[src/rtl/nor_gea_pkg.sv]
// Shared constants and helpers for the generic NOR cell family.
// The range-check macro is used inside module bodies to reject illegal parameter sets at elaboration.
`ifndef NOR_GEA_RANGE_CHECK
`define NOR_GEA_RANGE_CHECK(p, lo, hi) \
  if (((p) < (lo)) || ((p) > (hi))) begin \
    $error("nor_gea: parameter out of range"); \
  end
`endif

package nor_gea_pkg;

  // Output value after reset: NOR of all-zero synchronised inputs.
  localparam logic Y_RST = 1'b1;

  // Counter width for a FILT_CNT-cycle stability filter, never narrower than one bit.
  function automatic int cnt_w(input int filt_cnt);
    return (filt_cnt <= 2) ? 1 : $clog2(filt_cnt);
  endfunction

endpackage

[src/rtl/nor_dbnc_ch_gea1.sv]
// One NOR channel: combinational NOR of the synchronised bits, stability counter and y/chg registers.
module nor_dbnc_ch_gea1
  import nor_gea_pkg::*;
#(
  parameter int WIDTH    = 2,
  parameter int FILT_CNT = 4
) (
  input  logic             clk,
  input  logic             rst_n,
  input  logic             en,
  input  logic             bypass,
  input  logic [WIDTH-1:0] a_sync,
  output logic             y,
  output logic             y_raw,
  output logic             chg
);

  localparam int               CNT_W    = cnt_w(FILT_CNT);
  localparam logic [CNT_W-1:0] CNT_LAST = CNT_W'(FILT_CNT - 1);

  logic [CNT_W-1:0] cnt_q;
  logic [CNT_W-1:0] cnt_d;
  logic             y_d;
  logic             chg_d;

  assign y_raw = ~|a_sync;

  always_comb begin
    // NOTE: every output gets a default first so no path leaves it unassigned (no latch).
    cnt_d = cnt_q;
    y_d   = y;
    chg_d = 1'b0;
    if (en) begin
      if (bypass) begin
        cnt_d = '0;
        y_d   = y_raw;
        chg_d = y_raw ^ y;
      end else if (y_raw == y) begin
        cnt_d = '0;
      end else if (cnt_q == CNT_LAST) begin
        cnt_d = '0;
        y_d   = y_raw;
        chg_d = 1'b1;
      end else begin
        cnt_d = cnt_q + CNT_W'(1);
      end
    end
  end

  always_ff @(posedge clk or negedge rst_n) begin
    // NOTE: non-blocking assignments so every register samples pre-edge values.
    if (!rst_n) begin
      cnt_q <= '0;
      y     <= Y_RST;
      chg   <= 1'b0;
    end else begin
      cnt_q <= cnt_d;
      y     <= y_d;
      chg   <= chg_d;
    end
  end

endmodule

[src/rtl/nor_dbnc_gea1.sv]
// Multi-channel registered NOR with input synchronisers and per-channel glitch filters.
// The top owns the flat synchroniser array; each channel gets its slice of the last stage.
module nor_dbnc_gea1
  import nor_gea_pkg::*;
#(
  parameter int CHANNELS    = 4,
  parameter int WIDTH       = 2,
  parameter int SYNC_STAGES = 2,
  parameter int FILT_CNT    = 4
) (
  input  logic                      clk,
  input  logic                      rst_n,
  input  logic [CHANNELS*WIDTH-1:0] a,
  input  logic                      en,
  input  logic                      bypass,
  output logic [CHANNELS-1:0]       y,
  output logic [CHANNELS-1:0]       y_raw,
  output logic [CHANNELS-1:0]       chg
);

  `NOR_GEA_RANGE_CHECK(CHANNELS, 1, 32)
  `NOR_GEA_RANGE_CHECK(WIDTH, 1, 16)
  `NOR_GEA_RANGE_CHECK(SYNC_STAGES, 1, 4)
  `NOR_GEA_RANGE_CHECK(FILT_CNT, 1, 255)

  localparam int N = CHANNELS * WIDTH;

  logic [SYNC_STAGES-1:0][N-1:0] sync_q;

  always_ff @(posedge clk or negedge rst_n) begin
    // NOTE: synchroniser flops are reset so y_raw is a defined all-ones value out of reset.
    if (!rst_n) begin
      sync_q <= '0;
    end else begin
      sync_q[0] <= a;
      for (int i = 1; i < SYNC_STAGES; i++) begin
        sync_q[i] <= sync_q[i-1];
      end
    end
  end

  for (genvar c = 0; c < CHANNELS; c++) begin : g_ch
    nor_dbnc_ch_gea1 #(
      .WIDTH    (WIDTH),
      .FILT_CNT (FILT_CNT)
    ) u_ch (
      .clk    (clk),
      .rst_n  (rst_n),
      .en     (en),
      .bypass (bypass),
      .a_sync (sync_q[SYNC_STAGES-1][c*WIDTH +: WIDTH]),
      .y      (y[c]),
      .y_raw  (y_raw[c]),
      .chg    (chg[c])
    );
  end

endmodule

[config.mk]
export PLATFORM = sky130hd
export DESIGN_NAME = nor_dbnc_gea1
export DESIGN_NICKNAME = d
export VERILOG_FILES = /design/src/rtl/nor_gea_pkg.sv /design/src/rtl/nor_dbnc_ch_gea1.sv /design/src/rtl/nor_dbnc_gea1.sv
export SDC_FILE = /design/constraint.sdc
export NUM_CORES = 1
export LEC_CHECK = 0
export CAP_MARGIN = 20
export CORE_MARGIN = 4
export CORE_UTILIZATION = 50
export DETAILED_ROUTE_END_ITERATION = 8
export HOLD_SLACK_MARGIN = 0.08
export PLACE_DENSITY = 0.73
export RECOVER_POWER = 100
export SLEW_MARGIN = 30
export SYNTH_ARGS = -nofsm -noshare
export SYNTH_HDL_FRONTEND = slang
export SYNTH_SLANG_ARGS = --single-unit
[constraint.sdc]
create_clock -name clk -period 1.42 [get_ports clk]
set_input_delay 0.142 -clock clk [delete_from_list [all_inputs] [get_ports clk]]
set_output_delay 0.142 -clock clk [all_outputs]
set_load 0.05 [all_outputs]
==> results of run 1 <==
[logic make-up (layout without fill, tap and decap cells)]
logic type | Yosys count | count (layout) | share of synthesized area (%)
buffers and inverters | 23 | 43 | 11.2
AND/OR/NAND/NOR | 20 | 20 | 8.11
multiplexers | 4 | 4 | 4.01
XOR/XNOR | 4 | 4 | 2.67
AO/OA/AOI/OAI | 12 | 12 | 8.78
flip-flops | 32 | 32 | 61.5
adder cells (fa/ha/maj) | 4 | 4 | 3.82
[metal layers]
layer	global-route usage, %	up-vias	wire length (µm)
li1	-	351	-
met1	14.6	353	764
met5	0	-	0
met4	5.83	0	21
met2	20.9	19	940
met3	6.32	4	113
[final cells by class]
type,count,share of cell area (%)
sequential,32,51.6
multi-input combinational,44,20.3
timing repair buffer,27,20.0
clock buffer,8,3.77
tap,30,2.40
inverter,8,1.92
[power by group through the flow]
stage          clock, mW  combinational, mW  sequential [mW]
2_1_floorplan          0              0.279             1.04
3_3_place_gp           0              0.407             1.05
4_1_cts            0.541              0.419             1.04
3_5_place_dp           0              0.417             1.06
6_report           0.512              0.367             1.02
5_1_grt            0.590              0.396             1.03
[sequential cells by signal, indices dropped and copies added, names as in the netlist]
register,count
sync_q,16
g_ch.u_ch.cnt_q,8
g_ch.u_ch.chg,4
g_ch.u_ch.y,4
[cell usage in the layout (no fill, tap or decap), types with 2 or more instances in the layout]
cell type        count
inv_1                8
clkdlybuf4s50_1      2
o22ai_1              5
clkbuf_4             5
mux2_1               2
mux2_4               2
xnor2_1              4
nor2_1              11
nand2_1              3
dfrtp_1             28
dfstp_1              4
o21ai_0              4
nand3_1              4
buf_12               8
clkbuf_2             6
clkbuf_1             2
ha_1                 4
o32ai_2              2
dlygate4sd3_1        9
[per-stage QoR]
step / worst slack, ns / total power [mW] / instances
4_1_cts: 0.117 / 2.00 / 149
5_1_grt: 0.0366 / 2.02 / 149
6_report: 0.107 / 1.90 / 149
3_3_place_gp: 0.106 / 1.46 / 141
2_1_floorplan: 0.303 / 1.32 / 99
3_5_place_dp: 0.0839 / 1.47 / 141
[worst min path at each step]
stage	to	slack (ns)
3_3_place_gp	sync_q[14]	0.33
6_report	sync_q[15]	0.35
3_5_place_dp	sync_q[9]	0.33
2_1_floorplan	g_ch[0].u_ch.chg	-0.15
4_1_cts	g_ch[3].u_ch.chg	0.22
5_1_grt	sync_q[8]	0.35
==> run summary, run 1 <==
worst min path class -> reg -> reg
Area Growth Syn to Fin -> 19.1%
largest net degree at the start of global routing -> 33
Main synth FF type -> dfrtp_1
Worst path top cell family by delay -> flip-flops
Hold Startpoint -> sync_q[7]
Die Y-Extent -> 59.2 µm
crit path buf inv count -> 1
clock skew -> 0.00273 ns
Max stage delay cell, worst path -> dfstp_1
worst r2r src -> g_ch[3].u_ch.cnt_q[0]
Total Wirelength -> 1.84 mm
Routed Antenna Nets -> 0
total CTS buffers -> 5
clk root buf -> clkbuf_4
vias in the first global route -> 770
crit path to -> y[0]
Nets -> 134
ys async rst share -> 100%
first-pass GRT wire length -> 3.28 mm
largest area contributor in the netlist -> dfrtp_1
die width -> 59.2 µm
Setup crit start -> g_ch[0].u_ch.y
Mean Syn Cell Area -> 13.2 µm²
Worst VDD drop -> 1.01 mV
syn_nets -> 115
WL per Instance -> 12.3 µm
FF+latch area -> 806 µm²
count of final hold-check violations -> 0
Startpoint Class -> flop
core box area -> 2500 µm²
worst hold path depth -> 0
initial antenna violation count -> 0
r2r endpoint -> g_ch[3].u_ch.y
crit-path cells -> clkbuf_2
antenna cell count -> 0
Worst Path Max Fanout -> 3
R2R cell count -> 3
Worst Path Required -> 1.28 ns
post-layout util -> 62.5%
DRT iter0 DRCs -> 8
status -> completed
Seq/Total Area, Yosys -> 61.5%
crit share post-route -> 92.4%
internal power -> 1.38 mW
Levels on crit path -> 1
row cnt -> 18
I/O pins -> 24
yosys synthesis warning count -> 0
Leak -> 0.713 nW
setup repair bufs after CTS -> 0
Max-Slew Margin vs Limit -> 50.4%
Layout fillers -> 200
port bufs -> 23
H-tree depth -> 2
GP Congestion -> 0.721
Post-Route Setup TNS -> 0 ns
R2R setup slack -> 0.11 ns
via count -> 727
Post-synth top cells -> dfrtp_1 (28), buf_4 (14), nor2_1 (9)
DR DRC count -> 0
drt pass-1 iters -> 4
multi-input logic area -> 317 µm²
post_cts resized -> 0
via-per-instance ratio -> 4.88
Setup-failing EPs final -> 0
largest cells by area after synthesis -> dfrtp_1 (53%), buf_4 (8.0%), dfstp_2 (8.0%)
grt total ovfl -> 0
worst hold margin -> 0.352 ns
Clock Tree Buf Depth -> 2
clock sinks -> 32
Reg power frac -> 53.8%
register bit total from synthesis -> 32
clock group share of total power -> 26.9%
cell area after layout -> 1560 µm²
Mapped Area -> 1310 µm²
CP endpoint kind -> primary output
Die ar. -> 3510 µm²
# Max-Cap Violations -> 0
Net Sw Frac -> 27.3%
Synth cell types -> 17
Tightest Pin Transition -> 0.743 ns
CP Data Arrival Time -> 1.17 ns
CTS tree -> done
CTS Hold Bufs -> 0
RSZ-0062 raised after global routing -> no
clock latency on the worst-skew pair -> 0.32 ns
gr usage total -> 13.0%
P_sw -> 0.519 mW
Yosys top cell area share -> 53.4%
Placed Area -> 1590 µm²
max-slew violations -> 0
Pwr Density -> 1220 nW/µm²
most frequent cell after synthesis -> dfrtp_1
Starting Density -> 52.5%
layout cells sized above 1 -> 22.7%
CP Class -> reg -> out
Reg clk slew, reported paths -> 0.09 ns
post-DP HPWL -> 1.33 mm
slowest cell delay on critical path -> 0.56 ns
combinational share of power -> 19.3%
Synth Instances -> 99
fin crit period -> 1.31 ns
Post-synth EDFFs -> 0
maximum clock rate -> 762 MHz
(Power assumes the default switching activity.)
==> run 2, diff against run 1 <==
- CORE_UTILIZATION: 50 -> 52
- DONT_BUFFER_PORTS: unset -> 1
- PLACE_DENSITY: 0.73 -> 0.63
==> run 2 against run 1 <==
Clock-buffer cell count shrank 1. Highest routed layer unchanged. Core utilization shrank 0.75 points. Combinational power shrank 25%. Worst setup slack lost 0.00055 ns. Critical path type is now reg -> reg. Total power shrank 2.1%. Largest power group unchanged.
==> run summary, run 2 (synthesized netlist as in run 1, its figures left out) <==
GR peak layer -> met2 (unchanged)
CTS tree -> done (unchanged)
CP Data Arrival Time -> 1.58 ns (was 1.17 ns)
die width -> 58.2 µm (was 59.2 µm)
Total Wirelength -> 1.71 mm (was 1.84 mm)
via count -> 706 (was 727)
first-pass GRT wire length -> 2.99 mm (was 3.28 mm)
Pwr Density -> 1310 nW/µm² (was 1220 nW/µm²)
core box area -> 2300 µm² (was 2500 µm²)
H-tree depth -> 2 (unchanged)
grt total ovfl -> 0 (unchanged)
Worst Path Max Fanout -> 2 (was 3)
DRT iter0 DRCs -> 11 (was 8)
largest registers -> sync_q: 16 flops, g_ch.u_ch.cnt_q: 8 flops (unchanged)
met2 global-route usage -> 19.4% (was 20.9%)
Area Growth Syn to Fin -> 8.11% (was 19.1%)
clock skew -> 0.00571 ns (was 0.00273 ns)
drt pass-1 iters -> 4 (unchanged)
crit share post-route -> 92.5% (was 92.4%)
DR DRC count -> 0 (unchanged)
GR Util met3 -> 6.90% (was 6.32%)
CP Class -> reg -> reg (was reg -> out)
GP Congestion -> 0.611 (was 0.721)
fin crit period -> 1.31 ns (about the same)
status -> completed (unchanged)
antenna cell count -> 0 (unchanged)
row cnt -> 17 (was 18)
worst min path class -> in -> reg (was reg -> reg)
# Max-Cap Violations -> 0 (unchanged)
Max-Slew Margin vs Limit -> 50.1% (was 50.4%)
gr usage total -> 12.3% (was 13.0%)
most frequent cells in the layout -> dfrtp_1 (28), nor2_1 (10), dlygate4sd3_1 (10) (was dfrtp_1 (28), nor2_1 (11), dlygate4sd3_1 (9))
setup repair bufs after CTS -> 0 (unchanged)
met1 GRT Util -> 13.0% (was 14.6%)
I/O pins -> 24 (unchanged)
Worst VDD drop -> 1.07 mV (was 1.01 mV)
Reg clk slew, reported paths -> 0.10 ns (was 0.09 ns)
vias in the first global route -> 706 (was 770)
port bufs -> 0 (was 23)
largest net degree at the start of global routing -> 33 (unchanged)
Post-Route Setup TNS -> 0 ns (unchanged)
Die Y-Extent -> 58.2 µm (was 59.2 µm)
Startpoint Class -> flop (unchanged)
CP endpoint kind -> flop (was primary output)
total CTS buffers -> 5 (unchanged)
maximum clock rate -> 762 MHz (about the same)
WL per Instance -> 12.2 µm (was 12.3 µm)
Worst Path Required -> 1.68 ns (was 1.28 ns)
count of final hold-check violations -> 0 (unchanged)
via-per-instance ratio -> 5.04 (was 4.88)
commonest non-fill, non-tap cell in the layout -> dfrtp_1 (unchanged)
max-slew violations -> 0 (unchanged)
clock sinks -> 32 (unchanged)
Routed Antenna Nets -> 0 (unchanged)
Largest register FFs -> 16 (unchanged)
Reg with most FFs -> sync_q (unchanged)
clk root buf -> clkbuf_4 (unchanged)
post-DP HPWL -> 1.13 mm (was 1.33 mm)
Setup-failing EPs final -> 0 (unchanged)
worst hold margin -> 0.357 ns (was 0.352 ns)
RSZ-0062 raised after global routing -> no (unchanged)
Leak -> 0.654 nW (was 0.713 nW)
slowest cell delay on critical path -> 0.40 ns (was 0.56 ns)
initial antenna violation count -> 0 (unchanged)
layout cells sized above 1 -> 22.3% (was 22.7%)
Die ar. -> 3390 µm² (was 3510 µm²)
Max stage delay cell, worst path -> dfrtp_1 (was dfstp_1)
Clock Tree Buf Depth -> 2 (unchanged)
Tightest Pin Transition -> 0.749 ns (was 0.743 ns)
Nets -> 127 (was 134)
clock latency on the worst-skew pair -> 0.33 ns (was 0.32 ns)
Starting Density -> 57.1% (was 52.5%)
crit-path cells -> ha_1, o21ai_0, mux2_4 (was clkbuf_2)
==> run 2: cell count changes in the layout (fill, tap and decap cells not counted), sizes merged <==
cell / before / now
dlygate4sd3: 9 / 10
dlymetal6s4s: 0 / 1
clkdlybuf4s50: 2 / 0
buf: 10 / 2
clkinvlp: 0 / 1
==> run 2: area by class of cell <==
cell class | count | area (µm²)
inverter | 8 | 30.0
timing repair buffer | 20 | 163
clock inverter | 1 | 7.51
tap | 28 | 35.0
fill | 191 | 880
multi-input combinational | 44 | 322
clock buffer | 7 | 55.1
sequential | 32 | 806
==> run 2: stage by stage <==
stage	instance area, µm²	cells	utilization, %	total power, mW	setup slack, ns
after detailed placement	1290	120	56.2	1.32	0.238
after global routing	1420	140	61.7	1.97	0.0292
after floorplan	1310	99	-	1.32	0.303
after CTS	1480	140	64.5	1.92	0.0121
final	1420	140	61.7	1.86	0.107
after global placement	1290	120	56.2	1.31	0.258
==> run 2: layer usage <==
layer,vias to the layer above,part of all wire [%]
met5,-,0
met4,0,2.5
met3,5,7.4
met2,20,50
met1,345,40
li1,336,-
==> run 2: report_power, final <==
group / total (mW) / switching [mW] / internal [mW]
logic: 0.276 / 0.177 / 0.0989
registers: 1.05 / 0.0611 / 0.988
clock network: 0.539 / 0.296 / 0.242
total: 1.86 / 0.535 / 1.33
==> run 2: worst paths after layout <==
path                                               to                  start  cells past startpoint  slack, ns
worst max-delay path                   g_ch[1].u_ch.y  g_ch[1].u_ch.cnt_q[0]                      3       0.11
worst min-delay path                        sync_q[7]                   a[7]                      1       0.36
worst max register to register         g_ch[1].u_ch.y  g_ch[1].u_ch.cnt_q[0]                      3       0.11
worst min register to register              sync_q[8]              sync_q[0]                      0       0.36
max in group asynchronous                   sync_q[3]                  rst_n                      2       0.54
min in group asynchronous       g_ch[3].u_ch.cnt_q[0]                  rst_n                      2       0.40
==> run 2: worst max-delay path: cells and delay by family, from the launching register on <==
family / cells / cell delay, ns
fa+ha+maj: 1 / 0.21
compound gates: 1 / 0.31
mux: 1 / 0.33
flops: 1 / 0.40
==> run 2: timing repair <==
| item | in CTS | in global routing |
|---|---|---|
| endpoints found under the hold margin | 56 | 0 |
| hold buffers | 12 | 0 |
| gates resized for setup | 0 | 1 |
| setup endpoints to repair | 0 | 4 |
==> run 3, diff against run 2 <==
- PLACE_DENSITY: 0.63 -> 0.66
- clock period: 1.42 -> 1.1 ns (I/O delays scaled with it)
==> run 3 against run 2 <==
The run now ends with hold timing, setup timing left. Core utilization up 13 points. Die area did not move. Via count rose by 12%. Total power is 40% higher. Critical endpoint is now y[1]. Sequential share of layout area decreased by 9.7 points. Clock-buffer cell count up 1. Worst setup slack lost 0.17 ns. Worst hold slack worse by 0.49 ns. Flip-flop and latch count unchanged.
==> run summary, run 3 (synthesized netlist as in run 1, its figures left out) <==
failing checks -> hold timing, setup timing
vias in the first global route -> 804 (was 706)
P_sw -> 0.727 mW (was 0.535 mW)
clock group share of total power -> 26.5% (was 28.9%)
I/O pins -> 24 (unchanged)
port bufs -> 0 (unchanged)
CP endpoint kind -> primary output (was flop)
Reg power frac -> 52.7% (was 56.3%)
crit-path cells -> buf_8 (was ha_1, o21ai_0, mux2_4)
gr usage total -> 14.9% (was 12.3%)
clock sinks -> 32 (unchanged)
Worst path top cell family by delay -> flip-flops (unchanged)
antenna cell count -> 0 (unchanged)
most frequent cells in the layout -> dfrtp_1 (25), buf_4 (14), dlygate4sd3_1 (9) (was dfrtp_1 (28), nor2_1 (10), dlygate4sd3_1 (10))
Pwr Density -> 1510 nW/µm² (was 1310 nW/µm²)
Total Wirelength -> 2.18 mm (was 1.71 mm)
crit share post-route -> 106%
core box area -> 2300 µm² (unchanged)
post-DP HPWL -> 1.27 mm (was 1.13 mm)
CTS Hold Bufs -> 10 (was 12)
Leak -> 0.765 nW (was 0.654 nW)
worst min path class -> in -> reg (unchanged)
GP Congestion -> 0.628 (was 0.611)
via-per-instance ratio -> 5.12 (was 5.04)
Setup-failing EPs final -> 13 (was 0)
via count -> 793 (was 706)
clock latency on the worst-skew pair -> 0.33 ns (about the same)
internal power -> 1.87 mW (was 1.33 mW)
combinational share of power -> 20.8% (was 14.8%)
Nets -> 142 (was 127)
Worst VDD drop -> 1.11 mV (was 1.07 mV)
status -> complete, but fails checks (was completed)
Max-Slew Margin vs Limit -> 49.0% (was 50.1%)
Die ar. -> 3390 µm² (unchanged)
Starting Density -> 57.1% (unchanged)
multi-input logic area -> 433 µm² (was 322 µm²)
RSZ-0062 raised after global routing -> yes (was no)
Worst Path Max Fanout -> 2 (unchanged)
commonest non-fill, non-tap cell in the layout -> dfrtp_1 (unchanged)
Layout fillers -> 165 (was 191)
Startpoint Class -> flop (unchanged)
Max stage delay cell, worst path -> dfstp_2 (was dfrtp_1)
Net Sw Frac -> 27.9% (was 28.7%)
row cnt -> 17 (unchanged)
DR DRC count -> 0 (unchanged)
slowest cell delay on critical path -> 0.57 ns (was 0.40 ns)
clock skew -> 0.0171 ns (was 0.00571 ns)
total CTS buffers -> 5 (unchanged)
worst hold margin -> -0.138 ns (was 0.357 ns)
crit path buf inv count -> 1 (was 0)
Routed Antenna Nets -> 0 (unchanged)
initial antenna violation count -> 0 (unchanged)
die width -> 58.2 µm (unchanged)
grt total ovfl -> 0 (unchanged)
first-pass GRT wire length -> 3.69 mm (was 2.99 mm)
CTS tree -> done (unchanged)
clk root buf -> clkbuf_4 (unchanged)
layout cells sized above 1 -> 47.2% (was 22.3%)
CP Class -> reg -> out (was reg -> reg)
drt pass-1 iters -> 5 (was 4)
maximum clock rate -> 860 MHz
largest registers -> sync_q: 16 flops, g_ch.u_ch.cnt_q: 8 flops (unchanged)
fin crit period -> 1.16 ns
Tightest Pin Transition -> 0.766 ns (was 0.749 ns)
CP Data Arrival Time -> 1.05 ns (was 1.58 ns)
Worst Path Required -> 0.99 ns (was 1.68 ns)
Reg with most FFs -> sync_q (unchanged)
Pwr Total -> 2.60 mW (was 1.86 mW)
count of final hold-check violations -> 10 (was 0)
Reg clk slew, reported paths -> 0.10 ns (about the same)
Area Growth Syn to Fin -> 31.0% (was 8.11%)
H-tree depth -> 2 (unchanged)
# Max-Cap Violations -> 0 (unchanged)
FF+latch area -> 810 µm² (was 806 µm²)
Clock Tree Buf Depth -> 2 (unchanged)
DRT iter0 DRCs -> 8 (was 11)
WL per Instance -> 14.1 µm (was 12.2 µm)
Die Y-Extent -> 58.2 µm (unchanged)
largest net degree at the start of global routing -> 33 (unchanged)
max-slew violations -> 0 (unchanged)
Largest register FFs -> 16 (unchanged)
Setup WS post-layout -> -0.0632 ns (was 0.107 ns)
==> run 3: changes by cell type in the layout (fill, tap and decap cells not counted), moves of 4 or more <==
cell      previous run  this run
buf_4                2        14
buf_8                0         6
clkbuf_2             7         1
ha_1                 4         0
ha_2                 0         4
o21ai_0              4         0
==> run 3: final timing paths <==
path | startpoint | endpoint | slack [ns] | depth (start not counted)
worst max-delay path | g_ch[1].u_ch.y | y[1] | -0.06 | 1
worst min-delay path | en | g_ch[3].u_ch.cnt_q[1] | -0.14 | 1
worst max register to register | g_ch[0].u_ch.cnt_q[0] | g_ch[0].u_ch.y | -0.05 | 3
worst min register to register | sync_q[2] | sync_q[10] | 0.35 | 0
max in group asynchronous | rst_n | g_ch[3].u_ch.chg | 0.16 | 2
min in group asynchronous | rst_n | g_ch[0].u_ch.cnt_q[1] | 0.41 | 2
==> run 3: per-layer routing <==
| metal | share of wire [%] | wire [µm] | vias up | global-route usage, % |
|---|---|---|---|---|
| met5 | 0 | 0 | - | 0 |
| met4 | 2.8 | 60 | 0 | 7.95 |
| met3 | 5.2 | 114 | 7 | 5.12 |
| met2 | 52 | 1130 | 20 | 23.7 |
| met1 | 40 | 877 | 395 | 17.7 |
| li1 | - | - | 371 | - |
==> run 3: final cells by class <==
class | count | area share, %
clock buffers | 8 | 3.42
inverters | 8 | 1.75
multi-input cells | 44 | 25.2
flip-flops and latches | 32 | 47.1
well taps | 28 | 2.04
repair buffers | 35 | 20.5
==> run 3: power groups by stage <==
| stage | Combinational, mW | Sequential, mW | Clock (mW) |
|---|---|---|---|
| 4_1_cts | 0.489 | 1.37 | 0.717 |
| 2_1_floorplan | 0.361 | 1.34 | 0 |
| 6_report | 0.542 | 1.37 | 0.688 |
| 3_3_place_gp | 0.317 | 1.38 | 0 |
| 5_1_grt | 0.582 | 1.38 | 0.785 |
| 3_5_place_dp | 0.330 | 1.38 | 0 |
==> run 3: timing repair <==
item | in CTS | in global routing
buffers inserted | 10 | 7
resized for setup | 22 | 11
endpoints found under the setup margin | 13 | 20
hold endpoints to repair | 56 | 16
pin swaps | 10 | 12
==> run 3: metrics by stage <==
step | cell area, µm² | util, % | setup WS [ns] | instances | TNS (ns)
after floorplan | 1310 | - | 0.00149 | 99 | 0
after global placement | 1300 | 56.7 | -0.0441 | 120 | -0.0894
after detailed placement | 1300 | 56.7 | -0.0755 | 120 | -0.211
after CTS | 1630 | 70.9 | -0.0845 | 148 | -0.638
after global routing | 1720 | 74.8 | -0.114 | 155 | -1.36
final | 1720 | 74.8 | -0.0632 | 155 | -0.482
